## config.mk

```make
export PLATFORM = sky130hd
export DESIGN_NAME = ex_mem_lsu
export DESIGN_NICKNAME = d
export VERILOG_FILES = /design/src/rtl/ex_mem_lsu.sv
export SDC_FILE = /design/constraint.sdc
export NUM_CORES = 1
export LEC_CHECK = 0
export CORE_ASPECT_RATIO = 2
export CORE_MARGIN = 3
export CORE_UTILIZATION = 34
export DETAILED_ROUTE_END_ITERATION = 12
export PLACE_DENSITY = 0.83
export SYNTH_ARGS = -nofsm -noshare
export SYNTH_HDL_FRONTEND = slang
export SYNTH_SLANG_ARGS = --single-unit
```

## constraint.sdc

```tcl
create_clock -name clk -period 1.91 [get_ports clk]
set_input_delay 0.382 -clock clk [delete_from_list [all_inputs] [get_ports clk]]
set_output_delay 0.382 -clock clk [all_outputs]
set_load 0.02 [all_outputs]
```

## src/rtl/ex_mem_lsu.sv

```systemverilog
// rtl/ex_mem_lsu.sv - EX/MEM pipeline register with load/store unit, alignment check and timeout
module ex_mem_lsu #(
  parameter int DATA_WIDTH          = 32,
  parameter int REGISTER_ADDR_WIDTH = 5,
  parameter int MEM_TIMEOUT         = 64
) (
  input  logic                           clk,
  input  logic                           rst,
  input  logic                           flush_EX_MEM,
  input  logic [31:0]                    INST_EX,
  input  logic                           reg_write_EX,
  input  logic                           mem_write_EX,
  input  logic [1:0]                     result_sel_EX,
  input  logic [DATA_WIDTH-1:0]          alu_res_EX,
  input  logic [REGISTER_ADDR_WIDTH-1:0] rd_EX,
  input  logic [DATA_WIDTH-1:0]          write_data_EX,
  input  logic [DATA_WIDTH-1:0]          PC_plus_4_EX,
  output logic                           dmem_req,
  output logic                           dmem_we,
  output logic [DATA_WIDTH-1:0]          dmem_addr,
  output logic [3:0]                     dmem_be,
  output logic [DATA_WIDTH-1:0]          dmem_wdata,
  input  logic                           dmem_ready,
  input  logic [DATA_WIDTH-1:0]          dmem_rdata,
  output logic                           mem_stall,
  output logic [DATA_WIDTH-1:0]          alu_res_EX_MEM_o,
  output logic [REGISTER_ADDR_WIDTH-1:0] rd_EX_MEM_o,
  output logic                           reg_write_EX_MEM_o,
  output logic [1:0]                     result_sel_EX_MEM_o,
  output logic [DATA_WIDTH-1:0]          PC_plus_4_EX_MEM_o,
  output logic [DATA_WIDTH-1:0]          load_data_MEM,
  output logic                           mem_err
);

  localparam int CNT_W = $clog2(MEM_TIMEOUT + 1);

  typedef enum logic {IDLE, ACCESS} state_t;

  state_t                         state_q, state_d;
  logic [CNT_W-1:0]               wait_cnt_q, wait_cnt_d;

  logic [DATA_WIDTH-1:0]          alu_res_q;
  logic [DATA_WIDTH-1:0]          write_data_q;
  logic [DATA_WIDTH-1:0]          pc_plus_4_q;
  logic [REGISTER_ADDR_WIDTH-1:0] rd_q;
  logic                           reg_write_q;
  logic                           mem_write_q;
  logic [1:0]                     result_sel_q;
  logic [2:0]                     funct3_q;
  logic                           mem_err_q;

  logic                           is_mem_ex;
  logic                           misaligned_ex;
  logic                           go_access;
  logic                           in_access;
  logic                           timeout;
  logic [1:0]                     offset;
  logic [3:0]                     be_raw;
  logic [DATA_WIDTH-1:0]          wdata_raw;
  logic [DATA_WIDTH-1:0]          lane;
  logic [DATA_WIDTH-1:0]          load_ext;

  // A real memory op is one that is not flushed and is either a store or a load
  assign is_mem_ex = !flush_EX_MEM && (mem_write_EX || (result_sel_EX == 2'b01));
  assign go_access = is_mem_ex && !misaligned_ex;
  assign in_access = (state_q == ACCESS);
  assign mem_stall = in_access && !dmem_ready;
  assign timeout   = in_access && !dmem_ready && (wait_cnt_q == CNT_W'(MEM_TIMEOUT - 1));

  // Alignment of the incoming EX op by access size (funct3[1:0])
  always_comb begin
    misaligned_ex = 1'b0;
    case (INST_EX[13:12])
      2'b00:   misaligned_ex = 1'b0;
      2'b01:   misaligned_ex = is_mem_ex && alu_res_EX[0];
      default: misaligned_ex = is_mem_ex && (alu_res_EX[1:0] != 2'b00);
    endcase
  end

  // EX/MEM pipeline register; held while stalled, errors clear the write-back enable
  always_ff @(posedge clk) begin
    if (rst) begin
      alu_res_q    <= '0;
      write_data_q <= '0;
      pc_plus_4_q  <= '0;
      rd_q         <= '0;
      reg_write_q  <= 1'b0;
      mem_write_q  <= 1'b0;
      result_sel_q <= 2'b00;
      funct3_q     <= 3'b000;
      mem_err_q    <= 1'b0;
    end else begin
      mem_err_q <= 1'b0;
      if (!mem_stall) begin
        alu_res_q    <= alu_res_EX;
        write_data_q <= write_data_EX;
        pc_plus_4_q  <= PC_plus_4_EX;
        rd_q         <= rd_EX;
        funct3_q     <= INST_EX[14:12];
        if (flush_EX_MEM) begin
          reg_write_q  <= 1'b0;
          mem_write_q  <= 1'b0;
          result_sel_q <= 2'b00;
        end else begin
          reg_write_q  <= reg_write_EX && !misaligned_ex;
          mem_write_q  <= mem_write_EX;
          result_sel_q <= result_sel_EX;
        end
        if (misaligned_ex) begin
          mem_err_q <= 1'b1;
        end
      end else if (timeout) begin
        reg_write_q <= 1'b0;
        mem_err_q   <= 1'b1;
      end
    end
  end

  // FSM state and wait counter register
  always_ff @(posedge clk) begin
    if (rst) begin
      state_q    <= IDLE;
      wait_cnt_q <= '0;
    end else begin
      state_q    <= state_d;
      wait_cnt_q <= wait_cnt_d;
    end
  end

  // Next state: enter ACCESS on capture of an aligned op, leave on ready or timeout
  always_comb begin
    state_d    = state_q;
    wait_cnt_d = wait_cnt_q;
    case (state_q)
      IDLE: begin
        if (go_access) begin
          state_d    = ACCESS;
          wait_cnt_d = '0;
        end
      end
      ACCESS: begin
        if (dmem_ready) begin
          state_d    = go_access ? ACCESS : IDLE;
          wait_cnt_d = '0;
        end else if (timeout) begin
          state_d    = IDLE;
          wait_cnt_d = '0;
        end else begin
          wait_cnt_d = wait_cnt_q + 1'b1;
        end
      end
      default: begin
        state_d    = IDLE;
        wait_cnt_d = '0;
      end
    endcase
  end

  assign offset = alu_res_q[1:0];

  // Byte enables and lane-replicated store data by access size
  always_comb begin
    be_raw    = 4'b1111;
    wdata_raw = write_data_q;
    case (funct3_q[1:0])
      2'b00: begin
        be_raw    = 4'b0001 << offset;
        wdata_raw = {4{write_data_q[7:0]}};
      end
      2'b01: begin
        be_raw    = 4'b0011 << offset;
        wdata_raw = {2{write_data_q[15:0]}};
      end
      default: begin
        be_raw    = 4'b1111;
        wdata_raw = write_data_q;
      end
    endcase
  end

  // Memory port is driven only while a request is outstanding
  always_comb begin
    dmem_req   = in_access;
    dmem_we    = in_access && mem_write_q;
    dmem_addr  = in_access ? {alu_res_q[DATA_WIDTH-1:2], 2'b00} : '0;
    dmem_be    = in_access ? be_raw : 4'b0000;
    dmem_wdata = in_access ? wdata_raw : '0;
  end

  assign lane = dmem_rdata >> {offset, 3'b000};

  // Load extension of the addressed lane; only presented in the completion cycle
  always_comb begin
    load_ext = dmem_rdata;
    case (funct3_q)
      3'b000:  load_ext = {{(DATA_WIDTH-8){lane[7]}}, lane[7:0]};
      3'b001:  load_ext = {{(DATA_WIDTH-16){lane[15]}}, lane[15:0]};
      3'b100:  load_ext = {{(DATA_WIDTH-8){1'b0}}, lane[7:0]};
      3'b101:  load_ext = {{(DATA_WIDTH-16){1'b0}}, lane[15:0]};
      default: load_ext = dmem_rdata;
    endcase
    load_data_MEM = (in_access && dmem_ready && (result_sel_q == 2'b01)) ? load_ext : '0;
  end

  assign alu_res_EX_MEM_o    = alu_res_q;
  assign rd_EX_MEM_o         = rd_q;
  assign reg_write_EX_MEM_o  = reg_write_q;
  assign result_sel_EX_MEM_o = result_sel_q;
  assign PC_plus_4_EX_MEM_o  = pc_plus_4_q;
  assign mem_err             = mem_err_q;

endmodule

```

# ---- Word level (Yosys, flattened, before mapping)
# Index checks and enable logic that the tools add are counted.
dict set report totals {
  register_bits 117
  elab_cells 68
  input_bits 173
  out_inout_bits 176
}
dict set report op_classes {
  shift 3
  n_reduce_logical 18
  bitwise_logic 1
  eq_ne 10
  n_addsub 1
  muxes 24
}
# op n
set op_table {}
lappend op_table {{32-bit one-hot mux with 4 select lines} 1}
lappend op_table {{32-bit 2-to-1 mux} 3}
lappend op_table {{32-bit one-hot mux with 2 select lines} 1}
lappend op_table {{32-bit by 5-bit right shift with 16-bit output} 1}
lappend op_table {{7-bit 2-to-1 mux} 3}
lappend op_table {{7-bit one-hot mux with 2 select lines} 1}
lappend op_table {{1-bit logical AND} 10}
lappend op_table {{1-bit 2-to-1 mux} 10}
lappend op_table {{2-bit by 1-bit == test with 1-bit output (second input constant)} 4}
lappend op_table {{4-bit one-hot mux with 2 select lines} 1}
lappend op_table {{7-bit by 1-bit adder with 7-bit output (second input constant)} 1}
lappend op_table {{7-bit by 6-bit == test with 1-bit output (second input constant)} 1}
lappend op_table {{3-bit == test (second input constant)} 2}
lappend op_table {{2-bit logical NOT} 2}
lappend op_table {{4-bit 2-to-1 mux} 1}
lappend op_table {{1-bit one-hot mux with 2 select lines} 2}
lappend op_table {{1-bit by 2-bit << shifter with 4-bit output (first input constant)} 1}
lappend op_table {{2-bit by 2-bit << shifter with 4-bit output (first input constant)} 1}
lappend op_table {{3-bit by 1-bit == test with 1-bit output (second input constant)} 1}
lappend op_table {{1-bit logical NOT} 3}
lappend op_table {{3-bit logical NOT} 1}
lappend op_table {{2-bit 2-to-1 mux} 1}
lappend op_table {{2-bit by 1-bit inequality test with 1-bit output (second input constant)} 1}
lappend op_table {{2-bit inequality test (second input constant)} 1}
lappend op_table {{other kinds (3)} 3}

# ---- Depth between registers and ports, before layout
# Gate-level depths: netlist of the first run.
dict set report depth {
  ltp_word 10
  depth_mapped 7
  mapped_depth_nobuf 5
}

# ---- Least setup slack after synthesis of the first run
# Ideal clock, no wire load.
dict set report synth_path {
  path_type {register to output}
  start {register alu_res_q[1] (netlist: alu_res_EX_MEM_o[1])}
  end {output load_data_MEM[11]}
  arrival_ns 1.948
  stages_incl_launch_ff 7
  slack_ns -0.420
  cell_sequence {dfxtp_1 > clkbuf_1 > nor2_1 > a222oi_1 > buf_2 > a21oi_1 > nor2_1}
}
dict set report synth_via {
  elab_chain_cells 3
}
# element line_no
set synth_rtl {}
lappend synth_rtl {{from (decl)} 42} ;# logic [DATA_WIDTH-1:0] alu_res_q;
lappend synth_rtl {{from (signal assigned)} 95} ;# alu_res_q <= alu_res_EX;
lappend synth_rtl {{32-bit by 5-bit right shift with 16-bit output} 190} ;# assign lane = dmem_rdata >> {offset, 3'b000};
lappend synth_rtl {{32-bit one-hot mux with 4 select lines} 195} ;# case (funct3_q)
lappend synth_rtl {{32-bit 2-to-1 mux} 202} ;# load_data_MEM = (in_access && dmem_ready && (result_sel_q == 2'b01)) ? load_ext : '0;
lappend synth_rtl {{to (decl)} 31} ;# output logic [DATA_WIDTH-1:0] load_data_MEM,
# Every way passes these cells.

# ---- Worst setup path after layout of the first run
dict set report layout_path {
  start {register alu_res_q[0] (netlist: alu_res_EX_MEM_o[0])}
  end {output load_data_MEM[27]}
}
# The elaborated chain is that of the path after synthesis.

==> impl_summary.txt, run 1 <==
----------------------------------------------------
[Outcome]
  Status ... finished, violations left
  Failing checks ... setup timing

[Route]
  Iter 0 DRT Violations ... 311
  WL final ... 26,300 microns
  Number of routed nets with antenna violations ... 0
  Post-route DRC violation count ... 0
  TritonRoute pass-1 iters ... 5
  Vias per cell ... 5.23
  Detailed-route via count ... 7,379
  Wire length per cell ... 18.6 microns

[Worst hold path]
  Classification of the worst-slack hold path ... in2reg

[Finish]
  Synthesis-to-layout area growth ... 91.6%
  Number of filler instances in the final layout ... 1,351
  Most common library cell in the layout ignoring fill and taps ... sky130_fd_sc_hd__nand2_1
  Nets@finish ... 1,365
  Share of cells above drive strength 1 ... 26.8%
  Multi-input combinational cell area ... 3650 sq um
  Most frequent cells in the layout ... 226 x sky130_fd_sc_hd__nand2_1, 207 x sky130_fd_sc_hd__clkdlybuf4s50_1, 123 x sky130_fd_sc_hd__a21oi_1, 112 x sky130_fd_sc_hd__dfxtp_1, 74 x sky130_fd_sc_hd__buf_4
  Sequential cell area ... 2360 sq um

[Clocking]
  Insertion delay to the later sink of the worst-skew pair ... 0.40 ns
  Number of buffers on the longest clock path ... 2
  Number of clock buffers inserted by TritonCTS ... 17
  Clock Root Buffer ... sky130_fd_sc_hd__clkbuf_16
  Post-CTS clock slew at the launch and capture registers of the worst setup and hold paths ... 0.05 ns
  Clock tree from TritonCTS ... built
  Clk sinks ... 117
  Clock H-tree levels ... 4

[Die]
  Total die area ... 18,800 sq um
  Initial Util ... 34.6%
  Horizontal die dimension ... 98.4 microns
  Site Rows ... 67
  Standard cell core area ... 16,800 sq um
  I/O pin count ... 349
  Chip Height ... 191 microns

[Timing]
  Time the final worst path needs with I/O delays and setup ... 2.41 ns
  Actual slew at the worst max-slew pin ... 0.588 ns
  Final hold slack ... 0.374 ns
  Post-route clock skew ... 0.00574 ns
  Normalized max-slew margin ... 60.8%
  Setup-violating endpoint count in the final report ... 52
  Hold violation total from the final report ... 0
  Max Clock Freq ... 0.415 GHz
  Max Slew Vio Count ... 0
  RSZ-0062 raised after global routing ... yes
  Post-route setup slack ... -0.502 ns
  Period Utilization, post-route ... 126%

[Placed design]
  Quantity of I/O buffers inserted on ports ... 317
  DP Wirelength ... 17,600 microns
  Routability cong. ... 0.921

[Setup path]
  Crit Path Category ... reg2out
  Launching element type of the critical path ... flip-flop
  Crit Path Max Fanout ... 6
  CP Capture Type ... output pin
  Data required time at the worst endpoint ... 1.53 ns
  Arrival time of data at the critical path endpoint ... 2.03 ns

[Power and ir drop]
  Peak supply drop ... 0.635 mV
  Power density over the cells ... 679 nW/um^2
  Total design power ... 7.55 mW
  Cell leakage power ... 4.59 nW

[Global routing]
  Global router's overall resource usage ... 25.9%
  First-pass GRT wire length ... 38,600 microns
  Number of global-route vias before repair ... 7,242
  Antenna violations before repair ... 1
  Pin count of the biggest net entering global routing ... 55
  Grt total ovfl ... 0

[Synth]
  Synthesized flop and latch total ... 117
  Mean Syn Cell Area ... 7.03 sq um
  Library cells used by synthesis ... 36
  Synthesis warning total ... 0
  Netlist Area Pre-Place ... 5810 sq um
  Number of instances in the synthesized netlist ... 826
  Sequential fraction of the synthesis area ... 40.3%

[Run]
  Max cap viols ... 0

----------------------------------------------------
[critical path: stages (launching register included)]
cell,delay (ns)
sky130_fd_sc_hd__dfxtp_4,0.36
sky130_fd_sc_hd__mux2i_2,0.16
sky130_fd_sc_hd__a222oi_1,0.32
sky130_fd_sc_hd__buf_4,0.19
sky130_fd_sc_hd__buf_8,0.14
sky130_fd_sc_hd__buf_12,0.11
sky130_fd_sc_hd__nand3_1,0.10
sky130_fd_sc_hd__o21ai_2,0.10
sky130_fd_sc_hd__buf_6,0.14
[flip-flops by register name, summed over array words and instances (netlist names)]
register	count
PC_plus_4_EX_MEM_o	32
alu_res_EX_MEM_o	32
dmem_req	1
funct3_q	3
mem_err	1
mem_write_q	1
rd_EX_MEM_o	5
reg_write_EX_MEM_o	1
result_sel_EX_MEM_o	2
wait_cnt_q	7
write_data_q	32
[kinds of logic (layout without fill, tap and decap cells)]
family                     after synthesis  after routing  share of synthesized area [%]
and+or+nand+nor                        388            388                           29.8
AOI/OAI and AO/OA                      217            217                           19.9
DFF                                    117            117                           40.3
buffers and inverters                   75            451                           5.02
muxes                                   26             26                           4.48
adders and majority gates                1              1                          0.215
other                                    1              3                         0.0646
xor gates and xnor gates                 1              1                          0.151
[per-stage QoR]
| step | TNS (ns) | utilization, % | std cells | worst slack (ns) | cell area [sq um] |
|---|---|---|---|---|---|
| 2_1_floorplan | -3.24 | - | 827 | -0.177 | 6070 |
| 6_report | -13.74 | 66.4 | 1411 | -0.502 | 11100 |
| 4_1_cts | -13.13 | 64.3 | 1397 | -0.437 | 10800 |
| 5_1_grt | -17.90 | 66.4 | 1411 | -0.567 | 11100 |
| 3_5_place_dp | -33.93 | 58.2 | 1342 | -0.973 | 9750 |
| 3_3_place_gp | -31.70 | 58.2 | 1342 | -0.917 | 9750 |
[cells in the mapped netlist]
cell | n | area, sq um
sky130_fd_sc_hd__o21a_1 | 1 | 7.51
sky130_fd_sc_hd__nand3b_1 | 17 | 128
sky130_fd_sc_hd__and2_1 | 39 | 244
sky130_fd_sc_hd__or2_2 | 1 | 6.26
sky130_fd_sc_hd__xor2_1 | 1 | 8.76
sky130_fd_sc_hd__dfxtp_1 | 117 | 2340
sky130_fd_sc_hd__o31a_1 | 2 | 17.5
sky130_fd_sc_hd__o21ai_0 | 49 | 245
sky130_fd_sc_hd__a21oi_1 | 144 | 721
sky130_fd_sc_hd__nand3_1 | 25 | 125
sky130_fd_sc_hd__nand2b_1 | 19 | 119
sky130_fd_sc_hd__mux2i_1 | 26 | 260
sky130_fd_sc_hd__a22oi_1 | 1 | 7.51
sky130_fd_sc_hd__nor2_1 | 44 | 165
sky130_fd_sc_hd__and4b_1 | 1 | 10.0
sky130_fd_sc_hd__buf_2 | 2 | 10.0
sky130_fd_sc_hd__a31oi_1 | 1 | 6.26
sky130_fd_sc_hd__buf_1 | 4 | 15.0
sky130_fd_sc_hd__o221ai_1 | 1 | 8.76
sky130_fd_sc_hd__clkbuf_1 | 62 | 233
sky130_fd_sc_hd__o21ai_1 | 4 | 20.0
sky130_fd_sc_hd__o2bb2ai_1 | 8 | 70.1
sky130_fd_sc_hd__nor3b_1 | 1 | 7.51
sky130_fd_sc_hd__ha_1 | 1 | 12.5
sky130_fd_sc_hd__inv_1 | 5 | 18.8
sky130_fd_sc_hd__a32o_1 | 2 | 20.0
sky130_fd_sc_hd__nor2b_1 | 3 | 18.8
sky130_fd_sc_hd__or3_1 | 1 | 6.26
sky130_fd_sc_hd__a211oi_1 | 2 | 15.0
sky130_fd_sc_hd__and3_1 | 4 | 25.0
sky130_fd_sc_hd__buf_4 | 2 | 15.0
sky130_fd_sc_hd__nand2_1 | 232 | 871
sky130_fd_sc_hd__nor3_1 | 1 | 5.00
sky130_fd_sc_hd__a222oi_1 | 1 | 10.0
sky130_fd_sc_hd__conb_1 | 1 | 3.75
sky130_fd_sc_hd__o21bai_1 | 1 | 7.51
[layout make-up]
type | instances | area share (%)
diodes | 1 | 0.0225
clock buffers | 22 | 4.44
clock inverters | 9 | 0.900
inverters | 5 | 0.180
multi-input cells | 635 | 32.9
flip-flops and latches | 117 | 21.2
well taps | 207 | 2.33
repair buffers | 415 | 38.1
[final timing paths]
kind,from,end,slack (ns),cells past startpoint
max reg2reg,dmem_req,reg_write_EX_MEM_o,0.29,7
max,alu_res_EX_MEM_o[0],load_data_MEM[27],-0.50,8
min reg2reg,PC_plus_4_EX_MEM_o[9],PC_plus_4_EX_MEM_o[9],0.45,2
min,rst,PC_plus_4_EX_MEM_o[21],0.37,2
[layer usage]
| metal | vias to the layer above | track usage [%] | wire length (microns) |
|---|---|---|---|
| met2 | 372 | 47.9 | 14100 |
| met3 | 90 | 5.02 | 1770 |
| met4 | 0 | 15.1 | 1440 |
| met1 | 3434 | 26.4 | 9020 |
| li1 | 3483 | - | - |
| met5 | - | 0 | 0 |
[report_power, final]
group	switching [mW]	internal, mW	total [mW]
combinational	0.812	0.886	1.70
sequential	0.103	2.59	2.69
clock	1.09	2.07	3.17
[repair_timing]
action                                 4_1_cts  5_1_grt
buffers inserted                            16       13
cloned                                       8        2
setup endpoints to repair                  104       72
resized for setup                          512       77
pin swaps                                   16       19
endpoints found under the hold margin        0        0
hold buffers                                 0        0
(Power assumes the default switching activity.)
==> run 2, diff against run 1 <==
--- a/config.mk
+++ b/config.mk
@@ -9,6 +9,7 @@
 export CORE_MARGIN = 3
 export CORE_UTILIZATION = 34
 export DETAILED_ROUTE_END_ITERATION = 12
+export GPL_ROUTABILITY_DRIVEN = 0
 export PLACE_DENSITY = 0.83
 export SYNTH_ARGS = -nofsm -noshare
 export SYNTH_HDL_FRONTEND = slang
==> impl_summary.txt, run 2 (synthesis results as in run 1) <==
----------------------------------------------------
[Die]
  Chip Height ... 191 microns
  Total die area ... 18,800 sq um
  Initial Util ... 34.6%
  I/O pin count ... 349
  Site Rows ... 67
  Standard cell core area ... 16,800 sq um
  Horizontal die dimension ... 98.4 microns

[Route]
  Iter 0 DRT Violations ... 291
  Vias per cell ... 5.21
  TritonRoute pass-1 iters ... 5
  Detailed-route via count ... 7,326
  WL final ... 25,800 microns
  Number of routed nets with antenna violations ... 0
  Wire length per cell ... 18.3 microns
  Post-route DRC violation count ... 0

[Timing]
  Hold violation total from the final report ... 0
  Max Slew Vio Count ... 0
  Setup-violating endpoint count in the final report ... 61
  Max Clock Freq ... 0.407 GHz
  Period Utilization, post-route ... 129%
  Time the final worst path needs with I/O delays and setup ... 2.46 ns
  Actual slew at the worst max-slew pin ... 0.589 ns
  Normalized max-slew margin ... 60.7%
  RSZ-0062 raised after global routing ... yes
  Post-route clock skew ... 0.00668 ns
  Final hold slack ... 0.389 ns
  Post-route setup slack ... -0.550 ns

[Finish]
  Share of cells above drive strength 1 ... 26.5%
  Nets@finish ... 1,360
  Most common library cell in the layout ignoring fill and taps ... sky130_fd_sc_hd__nand2_1
  Number of antenna repair diodes ... 0
  Synthesis-to-layout area growth ... 88.5%
  Most frequent cells in the layout ... 228 x sky130_fd_sc_hd__nand2_1, 206 x sky130_fd_sc_hd__clkdlybuf4s50_1, 122 x sky130_fd_sc_hd__a21oi_1, 112 x sky130_fd_sc_hd__dfxtp_1, 70 x sky130_fd_sc_hd__buf_4
  Post-layout utilization of the core ... 65.3%
  Post-Layout Inst Area ... 10,900 sq um

[Global routing]
  Pin count of the biggest net entering global routing ... 55
  Antenna violations before repair ... 0
  Number of global-route vias before repair ... 7,004
  Global router's overall resource usage ... 24.5%
  First-pass GRT wire length ... 36,800 microns
  Grt total ovfl ... 0

[Clocking]
  Number of clock buffers inserted by TritonCTS ... 17
  Clock Root Buffer ... sky130_fd_sc_hd__clkbuf_16
  Clock H-tree levels ... 4
  Insertion delay to the later sink of the worst-skew pair ... 0.40 ns
  Clock tree from TritonCTS ... built
  Post-CTS clock slew at the launch and capture registers of the worst setup and hold paths ... 0.05 ns
  Clk sinks ... 117
  Number of buffers on the longest clock path ... 2
  Number of hold-repair buffers added at the cts stage ... 0

[Setup path]
  Data required time at the worst endpoint ... 1.53 ns
  CP Capture Type ... output pin
  Sequence of cells on the critical path ... mux2i_1 > a222oi_1 > buf_4 > buf_6 > buf_6 > nand3_2 > o21ai_2 > buf_6
  Critical Path Slowest Stage Cell ... sky130_fd_sc_hd__a222oi_1
  Crit Path Max Fanout ... 5
  Most used cell along the critical path ... sky130_fd_sc_hd__buf_6
  Arrival time of data at the critical path endpoint ... 2.08 ns
  Launching element type of the critical path ... flip-flop
  Crit Path Category ... reg2out
  Max stage delay on crit path ... 0.42 ns

[Placed design]
  Dpl ws ... -0.951 ns
  DP Wirelength ... 17,400 microns
  Placement-stage cell area ... 9700 sq um
  Quantity of I/O buffers inserted on ports ... 317

[Power and ir drop]
  Peak supply drop ... 0.640 mV
  Cell leakage power ... 4.53 nW
  Power density over the cells ... 694 nW/um^2

[Outcome]
  Failing checks ... setup timing
  Status ... finished, violations left

[Worst hold path]
  Classification of the worst-slack hold path ... in2reg

[Run]
  Max cap viols ... 0

----------------------------------------------------
## run 2: cell types whose count changed in the layout (fill, tap and decap cells not counted), sizes merged, moves of 2 or more
cell           delta
clkdlybuf4s15    -12
dlygate4sd2       +5
buf              -17
clkbuf           +22
bufbuf            -2
## run 2: routing by layer
metal	vias to the layer above	wire length, microns	part of all wire [%]	GRT usage, %
li1	3474	-	-	-
met1	3407	8780	34	25.2
met2	360	13900	54	45.8
met3	85	1880	7.3	5.79
met4	0	1250	4.9	11.7
met5	-	0	0	0
## run 2: where the power goes
group          internal (mW)  total, mW  switching, mW
combinational          0.878       1.70          0.822
clock                   2.11       3.21           1.09
sequential              2.58       2.69          0.102
total                   5.58       7.59           2.02
## run 2: path summary, 6_finish.rpt
check / from / to / slack (ns) / cells after the start
min: rst / reg_write_EX_MEM_o / 0.39 / 3
max reg2reg: dmem_req / reg_write_EX_MEM_o / 0.34 / 6
min reg2reg: PC_plus_4_EX_MEM_o[15] / PC_plus_4_EX_MEM_o[15] / 0.45 / 2
max: alu_res_EX_MEM_o[0] / load_data_MEM[16] / -0.55 / 8
## run 2: worst max-delay path, delay by kind of cell, from the launching register on
family | cells | cell delay [ns]
compound gates | 2 | 0.49
buf+inv | 4 | 0.59
mux | 1 | 0.14
simple gates | 1 | 0.08
flops | 1 | 0.36
## run 2: timing repair
item | CTS | global route
gates resized for setup | 437 | 145
setup endpoints to repair | 104 | 87
pin swaps | 8 | 15
buffers inserted | 14 | 18
cloned | 4 | 4
## run 2: through the flow
stage | instances | power [mW] | setup TNS (ns)
2_1_floorplan | 827 | 3.37 | -3.24
3_3_place_gp | 1336 | 4.16 | -30.58
3_5_place_dp | 1336 | 4.18 | -32.17
4_1_cts | 1385 | 7.51 | -14.53
5_1_grt | 1406 | 7.88 | -21.46
6_report | 1406 | 7.59 | -16.51
## run 2: final cells by class
| type | instances | area [sq um] |
|---|---|---|
| Timing Repair Buffer | 410 | 4050 |
| Sequential cell | 117 | 2360 |
| Clock inverter | 9 | 126 |
| Multi-Input combinational cell | 635 | 3670 |
| Clock buffer | 23 | 468 |
| Tap cell | 207 | 259 |
| Fill cell | 1359 | 5820 |
| Inverter | 5 | 20.0 |
